==> config.mk <==
export PLATFORM = sky130hd
export DESIGN_NAME = mmio_pwm_timer_flat
export DESIGN_NICKNAME = d
export VERILOG_FILES = /design/src/rtl/mmio_pwm_timer_if.sv /design/src/rtl/mmio_pwm_timer.sv /design/src/flat_wrapper.sv
export SDC_FILE = /design/constraint.sdc
export NUM_CORES = 1
export LEC_CHECK = 0
export CAP_MARGIN = 40
export CORE_ASPECT_RATIO = 1.75
export CORE_MARGIN = 8
export CORE_UTILIZATION = 40
export DETAILED_ROUTE_END_ITERATION = 16
export PLACE_DENSITY = 0.72
export SLEW_MARGIN = 0
export SYNTH_ARGS = -nofsm -noshare
export SYNTH_HDL_FRONTEND = slang
export SYNTH_SLANG_ARGS = --single-unit
==> constraint.sdc <==
create_clock -name clk -period 3.15 [get_ports clk]
set_input_delay 0.4725 -clock clk [delete_from_list [all_inputs] [get_ports clk]]
set_output_delay 0.4725 -clock clk [all_outputs]
set_load 0.01 [all_outputs]
==> src/rtl/mmio_pwm_timer_if.sv <==
// mmio_pwm_timer_if: RV32I load/store bus as seen by the MMIO PWM/timer block.
//   master : core side; drives the store strobe, funct3, the addresses and write data.
//   slave  : peripheral side; returns read_data (registered, one cycle after the load address).
// funct3 is shared by loads and stores, as on the core's data port.
interface mmio_pwm_timer_if;
  logic        write_mem;
  logic [2:0]  funct3;
  logic [31:0] write_address;
  logic [31:0] write_data;
  logic [31:0] read_address;
  logic [31:0] read_data;

  modport master (
    output write_mem, funct3, write_address, write_data, read_address,
    input  read_data
  );

  modport slave (
    input  write_mem, funct3, write_address, write_data, read_address,
    output read_data
  );
endinterface

==> src/rtl/mmio_pwm_timer.sv <==
// mmio_pwm_timer: memory-mapped PWM duty registers plus a millisecond counter.
//   clk, rst_n : single rising-edge clock; asynchronous active-low reset
//   bus        : load/store bus (mmio_pwm_timer_if.slave)
//   led/red/green/blue : registered PWM outputs for duty bytes 0..3
//   irq        : sticky MILLIS==CMP flag when MMIO_TIMER_CMP_EN is defined, else 0
// Register window (BASE_ADDR + offset): 0x0 DUTY, 0x4 CTRL {INV,EN}, 0x8 MILLIS,
// 0xC CMP (present only with MMIO_TIMER_CMP_EN; otherwise reads 0, writes ignored).
module mmio_pwm_timer #(
  parameter logic [31:0] BASE_ADDR   = 32'hFFFF_FF00,
  parameter int unsigned CLKS_PER_MS = 12000
) (
  input  logic            clk,
  input  logic            rst_n,
  mmio_pwm_timer_if.slave bus,
  output logic            led,
  output logic            red,
  output logic            green,
  output logic            blue,
  output logic            irq
);

  localparam int unsigned PW = (CLKS_PER_MS > 1) ? $clog2(CLKS_PER_MS) : 1;
  localparam logic [PW-1:0] PRESC_MAX = PW'(CLKS_PER_MS - 1);

  logic [PW-1:0] presc;
  logic [31:0]   duty;
  logic [1:0]    ctrl;
  logic [31:0]   millis;
  logic [7:0]    pwm_cnt;
  logic          tick;

  // Byte enables for a store; all-zero for misaligned or reserved funct3.
  function automatic logic [3:0] store_lanes(input logic [2:0] f3, input logic [1:0] a);
    logic [3:0] be;
    be = '0;
    case (f3)
      3'b000: be = 4'b0001 << a;
      3'b001: if (!a[0]) be = a[1] ? 4'b1100 : 4'b0011;
      3'b010: if (a == 2'b00) be = 4'b1111;
      default: be = '0;
    endcase
    return be;
  endfunction

  // Right-aligned store data is shifted into its lanes; aligned accesses
  // make a single byte-offset shift correct for sb, sh and sw alike.
  function automatic logic [31:0] merge(input logic [31:0] old, input logic [31:0] wd,
                                        input logic [3:0] be, input logic [1:0] a);
    logic [31:0] mask;
    logic [31:0] shifted;
    mask    = {{8{be[3]}}, {8{be[2]}}, {8{be[1]}}, {8{be[0]}}};
    shifted = wd << {a, 3'b000};
    return (old & ~mask) | (shifted & mask);
  endfunction

  function automatic logic [31:0] load_extract(input logic [2:0] f3, input logic [1:0] a,
                                               input logic [31:0] word);
    logic [7:0]  b;
    logic [15:0] h;
    logic [31:0] r;
    b = 8'(word >> {a, 3'b000});
    h = 16'(word >> {a[1], 4'b0000});
    r = '0;
    case (f3)
      3'b000: r = {{24{b[7]}}, b};
      3'b100: r = {24'b0, b};
      3'b001: if (!a[0]) r = {{16{h[15]}}, h};
      3'b101: if (!a[0]) r = {16'b0, h};
      3'b010: if (a == 2'b00) r = word;
      default: r = '0;
    endcase
    return r;
  endfunction

  function automatic logic pwm_pin(input logic [7:0] cnt, input logic [7:0] d,
                                   input logic [1:0] c);
    return c[0] ? ((cnt < d) ^ c[1]) : c[1];
  endfunction

  // Store decode
  logic        wr_hit;
  logic [3:0]  wr_be;
  logic [1:0]  wr_idx;
  logic [1:0]  wr_lane;
  logic        wr_duty, wr_ctrl, wr_millis;
  logic [31:0] ctrl_merged;

  always_comb begin
    wr_lane     = bus.write_address[1:0];
    wr_idx      = bus.write_address[3:2];
    wr_hit      = bus.write_mem && (bus.write_address[31:4] == BASE_ADDR[31:4]);
    wr_be       = store_lanes(bus.funct3, wr_lane);
    wr_duty     = wr_hit && (|wr_be) && (wr_idx == 2'd0);
    wr_ctrl     = wr_hit && (|wr_be) && (wr_idx == 2'd1);
    wr_millis   = wr_hit && (|wr_be) && (wr_idx == 2'd2);
    ctrl_merged = merge({30'b0, ctrl}, bus.write_data, wr_be, wr_lane);
  end

  assign tick = (presc == PRESC_MAX);

`ifdef MMIO_TIMER_CMP_EN
  logic [31:0] cmp;
  logic        wr_cmp;
  logic        match;

  assign wr_cmp = wr_hit && (|wr_be) && (wr_idx == 2'd3);
  // A store to MILLIS in the tick cycle suppresses the increment, so no match either.
  assign match  = tick && !wr_millis && ((millis + 32'd1) == cmp);

  always_ff @(posedge clk or negedge rst_n) begin
    if (!rst_n) begin
      cmp <= '0;
      irq <= 1'b0;
    end else begin
      if (wr_cmp) cmp <= merge(cmp, bus.write_data, wr_be, wr_lane);
      if (match)       irq <= 1'b1;
      else if (wr_cmp) irq <= 1'b0;
    end
  end
`else
  assign irq = 1'b0;
`endif

  // Load path reads pre-store register values
  logic [31:0] rd_word;
  logic        rd_hit;

  always_comb begin
    rd_hit = (bus.read_address[31:4] == BASE_ADDR[31:4]);
    case (bus.read_address[3:2])
      2'd0:    rd_word = duty;
      2'd1:    rd_word = {30'b0, ctrl};
      2'd2:    rd_word = millis;
`ifdef MMIO_TIMER_CMP_EN
      default: rd_word = cmp;
`else
      default: rd_word = '0;
`endif
    endcase
  end

  always_ff @(posedge clk or negedge rst_n) begin
    if (!rst_n) begin
      bus.read_data <= '0;
    end else begin
      bus.read_data <= rd_hit ? load_extract(bus.funct3, bus.read_address[1:0], rd_word) : '0;
    end
  end

  always_ff @(posedge clk or negedge rst_n) begin
    if (!rst_n) begin
      presc   <= '0;
      duty    <= '0;
      ctrl    <= '0;
      millis  <= '0;
      pwm_cnt <= '0;
      led     <= 1'b0;
      red     <= 1'b0;
      green   <= 1'b0;
      blue    <= 1'b0;
    end else begin
      presc   <= tick ? '0 : presc + PW'(1);
      pwm_cnt <= pwm_cnt + 8'd1;
      if (wr_duty) duty <= merge(duty, bus.write_data, wr_be, wr_lane);
      if (wr_ctrl) ctrl <= ctrl_merged[1:0];
      if (wr_millis)  millis <= merge(millis, bus.write_data, wr_be, wr_lane);
      else if (tick)  millis <= millis + 32'd1;
      led   <= pwm_pin(pwm_cnt, duty[7:0],   ctrl);
      red   <= pwm_pin(pwm_cnt, duty[15:8],  ctrl);
      green <= pwm_pin(pwm_cnt, duty[23:16], ctrl);
      blue  <= pwm_pin(pwm_cnt, duty[31:24], ctrl);
    end
  end

endmodule

==> src/flat_wrapper.sv <==
// flat-port wrapper written by rule: the top's interface ports become plain ports
module mmio_pwm_timer_flat 
#(
  parameter logic [31:0] BASE_ADDR   = 32'hFFFF_FF00,
  parameter int unsigned CLKS_PER_MS = 12000
)
  (clk, rst_n, led, red, green, blue, irq, bus_write_mem, bus_funct3, bus_write_address, bus_write_data, bus_read_address, bus_read_data);
  mmio_pwm_timer_if bus_i ();
  input  logic clk;
  input  logic rst_n;
  output logic led;
  output logic red;
  output logic green;
  output logic blue;
  output logic irq;
  input wire logic [$bits(bus_i.write_mem)-1:0] bus_write_mem;
  input wire logic [$bits(bus_i.funct3)-1:0] bus_funct3;
  input wire logic [$bits(bus_i.write_address)-1:0] bus_write_address;
  input wire logic [$bits(bus_i.write_data)-1:0] bus_write_data;
  input wire logic [$bits(bus_i.read_address)-1:0] bus_read_address;
  output wire logic [$bits(bus_i.read_data)-1:0] bus_read_data;
  assign bus_i.write_mem = bus_write_mem;
  assign bus_i.funct3 = bus_funct3;
  assign bus_i.write_address = bus_write_address;
  assign bus_i.write_data = bus_write_data;
  assign bus_i.read_address = bus_read_address;
  assign bus_read_data = bus_i.read_data;
  mmio_pwm_timer #(.BASE_ADDR(BASE_ADDR), .CLKS_PER_MS(CLKS_PER_MS)) u_core (.clk(clk), .rst_n(rst_n), .bus(bus_i), .led(led), .red(red), .green(green), .blue(blue), .irq(irq));
endmodule
# [Word level (Yosys, flattened, before mapping)]
# Cells that the tools add are included.
[totals] wordCells=73 ram_bits=0 memories=0 mem_bits_ro=0 out_inout_bits=37 reg_bits=124 latch_bits=0
[classes] n_mul=0 eq_ne=11 n_reduce_logical=12 n_shift=4 n_bitwise=12 addsub=3 n_lt_le_gt_ge=4 muxes=17 div_mod_pow=0
[op_table] op="$mux W32" count=5
[op_table] op="$pmux W32 S5" count=1
[op_table] op="$and A32 B32 Y32" count=3
[op_table] op="$pmux W32 S3" count=1
[op_table] op="$or A32 B32 Y32" count=2
[op_table] op="$eq A28 B28 Y1 const B" count=2
[op_table] op="$add A32 B1 Y32 const B" count=1
[op_table] op="$lt A8 B8 Y1" count=4
[op_table] op="$not A32 Y32" count=1
[op_table] op="$shl A32 B5 Y32" count=1
[op_table] op="$shr A32 B5 Y16" count=1
[op_table] op="$shr A32 B5 Y8" count=1
[op_table] op="$mux W16" count=1
[op_table] op="$add A14 B1 Y14 const B" count=1
[op_table] op="$eq A14 B14 Y1 const B" count=1
[op_table] op="$mux W14" count=1
[op_table] op="$mux W4" count=3
[op_table] op="$pmux W4 S3" count=1
[op_table] op="$add A8 B1 Y8 const B" count=1
[op_table] op="$logic_not A2 Y1" count=4
[op_table] op="$eq A3 B3 Y1 const B" count=2
[op_table] op="$logic_and A1 B1 Y1" count=5
[op_table] op="$eq A2 B1 Y1 const B" count=2
[op_table] op="$eq A2 B2 Y1 const B" count=2
[op_table] op="10 further kinds" count=16

# [Logic depth before layout (Yosys ltp)]
[logic_depth] depth_word=7 ltp_mapped=9 depth_no_buf=8

# [Worst setup path after synthesis]
# OpenSTA, ideal clock, no wires.
[synth_timing] path_kind="input port to flip-flop" from="input bus_write_address[5]" to="register with a tool-made name" arrival_time_ns=2.646 setup_slack_ns=0.377 setup_ns=0.127 cell_stages=8 path_cell_list="or4_1 or4_4 nor3_4 and4bb_1 buf_2 and2_1 buf_4 mux2_1"
[synth_rtl] element="from (decl)" line="flat_wrapper.sv:18" text="input wire logic [$bits(bus_i.write_address)-1:0] bus_write_address;"

==> results.json <==
{
  "finalCritPeriodShare_pct": 89.4,
  "worstSkewPairLatency_ns": 0.42,
  "syn_nets": 1009,
  "worst-setup-path-type": "input port to flop",
  "drtIter0Drc": 457,
  "cts_root_buffer": "clkbuf_16",
  "antenna_found_initial": 0,
  "avgSynthCellArea_um2": 9.00,
  "synth_top_area_share_pct": 39.4,
  "grt_pass1_wl_mm": 40.6,
  "cts_tree": "yes",
  "synth.distinct_cells": 68,
  "powerDensity_nw_per_um2": 374,
  "worstSetupEndpointType": "flop",
  "fin_crit_ns": 2.81,
  "synth.most_common_cell": "dfrtp_1",
  "ys_warn_count": 0,
  "synth_seq_cells": 124,
  "fillers": 1782,
  "leakagePower_nw": 4.35,
  "rsz0062_at_grt": "no",
  "postCtsSetupRepairBufs": 0,
  "cts.sinks": 124,
  "overflow": 0,
  "dp.cells": 1265,
  "pre_cts_ws_ns": -0.0978,
  "vias": 7520,
  "drive_gt1_share_pct": 11.3,
  "die-area_um2": 24600,
  "vias_per_cell": 5.81,
  "antenna_cells": 0,
  "io_buffers": 137,
  "hold_violations": 0,
  "syn_area_um2": 7880,
  "multi_input_area_um2": 4440,
  "syn_inst": 876,
  "holdBufCountCts": 0,
  "gp_congestion": 0.990,
  "fp-row-count": 68,
  "ys_async_sr_fraction_pct": 100,
  "synthTopCellsByArea": "dfrtp_1, mux2i_1, a21oi_1, ha_1, nor2_1",
  "crit_slowest_cell": "or4_4",
  "fin_tns_setup_ns": 0,
  "whs_ns": 0.0143,
  "grt_usage_pct": 21.2,
  "setup_viol": 0,
  "max_stage_delay_ns": 0.57,
  "layout.nets": 1172,
  "ant_nets": 0,
  "drt_first_pass_iters": 5,
  "arrival_ns": 3.12,
  "tightest_slew_ns": 0.675,
  "wl_per_cell_um": 20.0,
  "critPathLaunchType": "input port",
  "slew_headroom_pct": 54.5,
  "final_max_slew_viol_count": 0,
  "grt_pass1_vias": 7711,
  "fin_cells": 1294,
  "cp_cell_sequence": "clkdlybuf4s50_1 > or4_1 > or4_4 > nor3_4 > nand3b_1 > or3_1 > buf_4 > mux2_4",
  "place_hpwl_mm": 20.8,
  "fin_worst_skew_ns": 0.00903,
  "worst_slack_ns": 0.335,
  "fin_util_pct": 52.9,
  "area_delta_synth_final_pct": 31.3,
  "hold_path_class": "input port to async pin",
  "synthTopCellsByCount": "dfrtp_1, nor2_1, a21oi_1, nand2_1, mux2i_1",
  "path_max_fanout": 8,
  "grt_max_degree": 53,
  "core_um2": 19600,
  "status": "finished, final reports clean",
  "route.detailed.drc": 0,
  "ios": 139,
  "cts_resized": 0,
  "required_ns": 3.46,
  "drv_cap": 0,
  "die_w_um": 122,
  "yosys.area.top_type": "dfrtp_1",
  "clockBufferDepth": 2,
  "max-vdd-ir-drop_uv": 320,
  "h-tree-depth": 4,
  "seq_area_frac_synth_pct": 39.4,
  "routed_wl_mm": 25.9,
  "start_util_pct": 40.3,
  "synth_edf_count": 0,
  "fmaxAchievable_mhz": 355,
  "register_area_um2": 3100,
  "clkTransAtPathRegs_ns": 0.05,
  "synth_ff_type": "dfrtp_1",
  "numCtsBuffers": 17,
  "die_h_um": 202
}
placed cells by master (no fill, tap or decap), types with 30 or more instances in the layout:
cell type        count
nand2_1             79
buf_4               51
o21ai_1             30
mux2i_1             50
nand3_1             37
clkdlybuf4s50_1    135
a21oi_1             86
inv_1               38
nor2_1             100
ha_1                31
dfrtp_1            124
critical path: cells and delay by family:
| kind | cells | cell delay [ns] |
|---|---|---|
| buffers and inverters | 2 | 0.61 |
| and+or+nand+nor | 5 | 1.75 |
| muxes | 1 | 0.30 |
per-layer routing:
| layer | vias up | part of all wire, % | track usage (%) |
|---|---|---|---|
| li1 | 3510 | - | - |
| met1 | 3530 | 36 | 21.5 |
| met2 | 377 | 50 | 36.4 |
| met3 | 103 | 7.4 | 5.39 |
| met4 | 0 | 6.8 | 15.8 |
| met5 | - | 0 | 0 |
final cells by class:
| type | count | share of cell area [%] |
|---|---|---|
| clock buffers | 21 | 4.45 |
| clock inverters | 8 | 0.919 |
| inverters | 39 | 1.41 |
| multi-input cells | 667 | 42.9 |
| flip-flops and latches | 124 | 30.0 |
| well taps | 245 | 2.96 |
| repair buffers | 190 | 17.4 |
final timing paths:
check                                           from                 to  slack, ns  cells after the start
worst min-delay path                           rst_n    u_core.presc[9]       0.01                      1
worst min register to register       u_core.presc[4]    u_core.presc[4]       0.48                      1
worst max-delay path            bus_write_address[5]               flop       0.34                      8
max in group asynchronous                      rst_n  u_core.pwm_cnt[4]       2.31                      2
min in group clk                     u_core.presc[4]    u_core.presc[4]       0.48                      1
worst max register to register                  flop               flop       0.36                      8
report_power, final:
| part | switching [mW] | total, mW | internal (mW) |
|---|---|---|---|
| Sequential | 0.00000000409 | 1.59 | 1.59 |
| Combinational | 0.209 | 0.406 | 0.197 |
| Clock | 0.686 | 1.87 | 1.18 |
kinds of logic after synthesis:
family	share of synthesized area (%)
simple gates	19.9
compound gates	16.7
mux	12.0
fa+ha+maj	4.92
xor+xnor	2.56
other cells	0.0476
buf+inv	4.46
flops	39.4
metrics by stage:
stage          power, mW  cell area, um^2
6_report            3.87            10300
5_1_grt             3.99            10300
4_1_cts             3.89            10300
3_5_place_dp        2.03             9790
3_3_place_gp        2.03             9790
2_1_floorplan       1.77             7880
(Power assumes the default switching activity.)
==> edit 1, RTL diff (config.mk and constraints unchanged) <==
Register the output `led` once more, without a reset; this adds one clock of latency there. The other outputs are not delayed to match. Comments in the files are not updated.
--- a/src/rtl/mmio_pwm_timer.sv
+++ b/src/rtl/mmio_pwm_timer.sv
@@ -21,6 +21,8 @@
 
   localparam int unsigned PW = (CLKS_PER_MS > 1) ? $clog2(CLKS_PER_MS) : 1;
   localparam logic [PW-1:0] PRESC_MAX = PW'(CLKS_PER_MS - 1);
+
+  logic led_s0;
 
   logic [PW-1:0] presc;
   logic [31:0]   duty;
@@ -154,7 +156,7 @@
       ctrl    <= '0;
       millis  <= '0;
       pwm_cnt <= '0;
-      led     <= 1'b0;
+      led_s0  <= 1'b0;
       red     <= 1'b0;
       green   <= 1'b0;
       blue    <= 1'b0;
@@ -165,12 +167,16 @@
       if (wr_ctrl) ctrl <= ctrl_merged[1:0];
       if (wr_millis)  millis <= merge(millis, bus.write_data, wr_be, wr_lane);
       else if (tick)  millis <= millis + 32'd1;
-      led   <= pwm_pin(pwm_cnt, duty[7:0],   ctrl);
+      led_s0 <= pwm_pin(pwm_cnt, duty[7:0],   ctrl);
       red   <= pwm_pin(pwm_cnt, duty[15:8],  ctrl);
       green <= pwm_pin(pwm_cnt, duty[23:16], ctrl);
       blue  <= pwm_pin(pwm_cnt, duty[31:24], ctrl);
     end
   end
 
+  always_ff @(posedge clk) begin
+    led <= led_s0;
+  end
+
 endmodule
 
Function: changed (Yosys sat finds a counterexample within 4 cycles, from zero or initial values and one cycle with rst_n low).
==> edit 1 against the original RTL <==
  * Count of clock-buffer cells in the layout shrank 3
  * Via count shrank 0.16%
  * Setup slack got worse by 0.055 ns
  * Final area is 0.30% higher
  * Routed wire length down 1.8%
  * Sequential cell count rose by 1
  * Total power up 3.7%
  * Synthesized area increased by 0.25%
==> edit 1: results (changes against the original RTL) <==
Synthesis
  • Post-Synth XOR/XNOR Area: 0.0255 (was 0.0256)
  • Sequential cell area fraction in the yosys report: 0.395 (was 0.394)
  • Syn_nets: 1,010 (was 1,009)
  • Post-synth ARST share: 0.992 (was 1.00)
  • Mux cell area share after synthesis: 0.120 (about the same)
  • Area contributors post-synth: dfrtp_1 (39%), mux2i_1 (6.3%), a21oi_1 (5.4%) (was dfrtp_1 (39%), mux2i_1 (6.4%), a21oi_1 (5.5%))

Cells and area
  • Layout non-clock buf frac: 0.169 (was 0.174)
  • Fillers: 1,796 (was 1,782)
  • Clock-cell share of area: 0.0585 (was 0.0537)
  • Multi-input logic portion of the cell area: 0.428 (was 0.429)
  • Non-clk bufs: 183 (was 190)
  • Final #Nets: 1,166 (was 1,172)

STA
  • Skew final: 0.0111 ns (was 0.00903 ns)
  • Measured slew at the worst slew-check pin: 0.703 ns (was 0.675 ns)

Power
  • Total power: 4010 uW (was 3870 uW)
  • Clock Power Share: 0.498 (was 0.483)
  • Switch share: 0.236 (was 0.231)

Global route
  • GRT Total Usage: 0.209 (was 0.212)
  • Largest net degree at the start of global routing: 75 (was 53)
  • Met1 Use GR: 0.216 (was 0.215)
  • First-pass GRT wire length: 39.7 mm (was 40.6 mm)
  • Number of global-route vias before repair: 7,510 (was 7,711)

Drt
  • Metal-1 WL: 9.31 mm (about the same)
  • WL met3: 1.71 mm (was 1.91 mm)
  • Met2 Routed Length: 12.9 mm (about the same)
  • WL final: 25.4 mm (was 25.9 mm)

Worst setup path
  • Worst EP arrival: 3.23 ns (was 3.12 ns)
  • Crit Path Category: reg2reg (was in2reg)

Run status
  • Status: complete, no violations (unchanged)

Place
  • DP Area: 9770 sq um (was 9790 sq um)
[edit 1: cell count changes after synthesis]
| cell | change |
|---|---|
| dfxtp_1 | +1 |
[edit 1: how the worst min path moves through the flow]
stage / endpoint / slack [ns] / cells after the start
final: async pin / 0.05 / 1
after detailed placement: u_core.led / 0.33 / 0
after global placement: u_core.led / 0.33 / 0
after CTS: async pin / 0.07 / 1
after global routing: async pin / 0.11 / 1
after floorplan: async pin / 0.18 / 0
[edit 1: metrics by stage]
| step | setup slack [ns] | cells | utilization |
|---|---|---|---|
| floorplan | 0.377 | 877 | - |
| global route | 0.176 | 1291 | 0.530 |
| detailed placement | -0.0646 | 1259 | 0.499 |
| global placement | -0.0483 | 1259 | 0.499 |
| finish | 0.280 | 1291 | 0.530 |
| CTS | 0.306 | 1291 | 0.530 |
[edit 1: critical path, cell delays in order, from the launching register on]
cell	delay, ns
dfrtp_1	0.48
ha_1	0.27
nand3_1	0.19
nor4_1	0.57
nand2_1	0.41
nor4_1	0.38
mux2_2	0.37
a21oi_1	0.12
==> edit 2, RTL diff (same settings) <==
Without the edit above. Build with the macro `MMIO_TIMER_CMP_EN` defined.
--- a/src/rtl/mmio_pwm_timer.sv
+++ b/src/rtl/mmio_pwm_timer.sv
@@ -5,6 +5,8 @@
 //   irq        : sticky MILLIS==CMP flag when MMIO_TIMER_CMP_EN is defined, else 0
 // Register window (BASE_ADDR + offset): 0x0 DUTY, 0x4 CTRL {INV,EN}, 0x8 MILLIS,
 // 0xC CMP (present only with MMIO_TIMER_CMP_EN; otherwise reads 0, writes ignored).
+`define MMIO_TIMER_CMP_EN
+
 module mmio_pwm_timer #(
   parameter logic [31:0] BASE_ADDR   = 32'hFFFF_FF00,
   parameter int unsigned CLKS_PER_MS = 12000
Check against the original RTL: not equivalent (a bounded check fails within 4 cycles, from zero or initial values and one cycle with rst_n low).
==> edit 2 against the original RTL <==
  * Global-route usage increased by 3.1 points
  * Total power increased by 22%
  * Setup slack got worse by 0.16 ns
  * Sequential power increased by 27%
  * Clock skew increased by 0.0028 ns
  * Synthesized area increased by 28%
  * Count of clock-buffer cells in the layout decreased by 4
  * Final area increased by 24%
  * Sequential cell count increased by 33
  * Cell count increased by 24%
  * Combinational power increased by 19%
  * Routed wire length increased by 42%
  * Highest routed layer unchanged
==> edit 2: results (changes against the original RTL) <==
Place
  • Routability cong.: 0.989 (was 0.990)
  • Placed insts: 1,572 (was 1,265)
  • DPL Wire Length: 29.5 mm (was 20.8 mm)

Worst setup path
  • Crit Path Category: reg2reg (was in2reg)
  • R2R cell count: 9 (was 8)
  • Maximum net fanout on the critical path: 6 (was 8)

Drt
  • Via Count: 9,443 (was 7,520)
  • Vias per inst: 5.88 (was 5.81)
  • WL met3: 2.20 mm (was 1.91 mm)
  • WL final: 36.9 mm (was 25.9 mm)
  • TritonRoute pass-1 iters: 7 (was 5)

Synthesis
  • Adder-Cell Fraction of Synth Area: 0.0385 (was 0.0492)
  • Synth unique cells: 75 (was 68)
  • Post-synthesis average cell area: 9.07 sq um (was 9.00 sq um)
  • Mux cell area share after synthesis: 0.0882 (was 0.120)
  • Post-Synth XOR/XNOR Area: 0.0617 (was 0.0256)
  • Syn_nets: 1,243 (was 1,009)
  • Sequential cell area fraction in the yosys report: 0.390 (was 0.394)
  • Compound-gate portion of the synthesized area: 0.187 (was 0.167)

Clocking
  • Clk slew on worst S/H paths: 0.07 ns (was 0.05 ns)
  • Worst-Skew Late Latency: 0.44 ns (was 0.42 ns)

STA
  • Slew margin rel.: 0.480 (was 0.545)

Cells and area
  • Share of cells above drive strength 1: 0.150 (was 0.113)

Global route
  • GRT Total Usage: 0.243 (was 0.212)
  • Largest net degree at the start of global routing: 82 (was 53)
  • First-pass GRT wire length: 56.1 mm (was 40.6 mm)
  • Number of global-route vias before repair: 9,485 (was 7,711)

Power
  • Worst vdd ir: 0.000393 V (was 0.000320 V)

Run status
  • Status: complete, no violations (unchanged)

Die
  • Core area: 25,000 sq um (was 19,600 sq um)
edit 2: cell types whose count changed in the layout (fill, tap and decap cells not counted), sizes merged, moves of 31 or more:
cell,change
xnor2,+37
mux2i,-31
dfrtp,+33
nor2,-31
o21ai,+45
nand2,+51
edit 2: final cells by class:
| type | instances | area, sq um |
|---|---|---|
| Timing Repair Buffer | 212 | 1970 |
| Clock inverter | 15 | 209 |
| Clock buffer | 17 | 425 |
| Inverter | 41 | 154 |
| Multi-Input combinational cell | 847 | 5710 |
| Fill cell | 2325 | 12300 |
| Sequential cell | 157 | 3930 |
| Tap cell | 316 | 395 |
edit 2: logic make-up after synthesis:
logic type               count (synthesis)
AO/OA/AOI/OAI                          300
multiplexers                            74
buffers and inverters                  106
AND/OR/NAND/NOR                        371
flip-flops                             157
XOR/XNOR                                71
adder cells (fa/ha/maj)                 31
edit 2: how the worst min path moves through the flow:
stage,endpoint
3_3_place_gp,u_core.presc[4]
4_1_cts,async pin
3_5_place_dp,u_core.presc[4]
5_1_grt,async pin
2_1_floorplan,async pin
6_report,async pin
edit 2: through the flow:
stage               setup slack [ns]  utilization  TNS (ns)
floorplan                      0.715            -         0
global placement              0.0645        0.485         0
detailed placement           -0.0271        0.485   -0.0551
CTS                            0.128        0.511         0
global route                  0.0828        0.511         0
finish                         0.170        0.511         0
edit 2: critical path, stage by stage (launching register included):
cell	delay (ns)
dfrtp_1	0.49
ha_2	0.34
nand4_4	0.17
nor4_4	0.32
xnor2_1	0.16
a2111oi_2	0.38
o2111ai_1	0.32
a311oi_1	0.37
nand4_1	0.20
o22ai_2	0.16
edit 2: layer usage:
metal | vias up | global-route usage
met5 | - | 0
met4 | 0 | 0.175
met3 | 129 | 0.0423
met2 | 450 | 0.413
met1 | 4512 | 0.267
li1 | 4352 | -
edit 2: power groups by stage:
stage                     logic [uW]  registers, uW  clock network, uW
after CTS                        481           2020               2260
after global placement           476           2050                  0
after detailed placement         479           2050                  0
final                            483           2020               2240
after global routing             513           2010               2340
after floorplan                  165           2050                  0
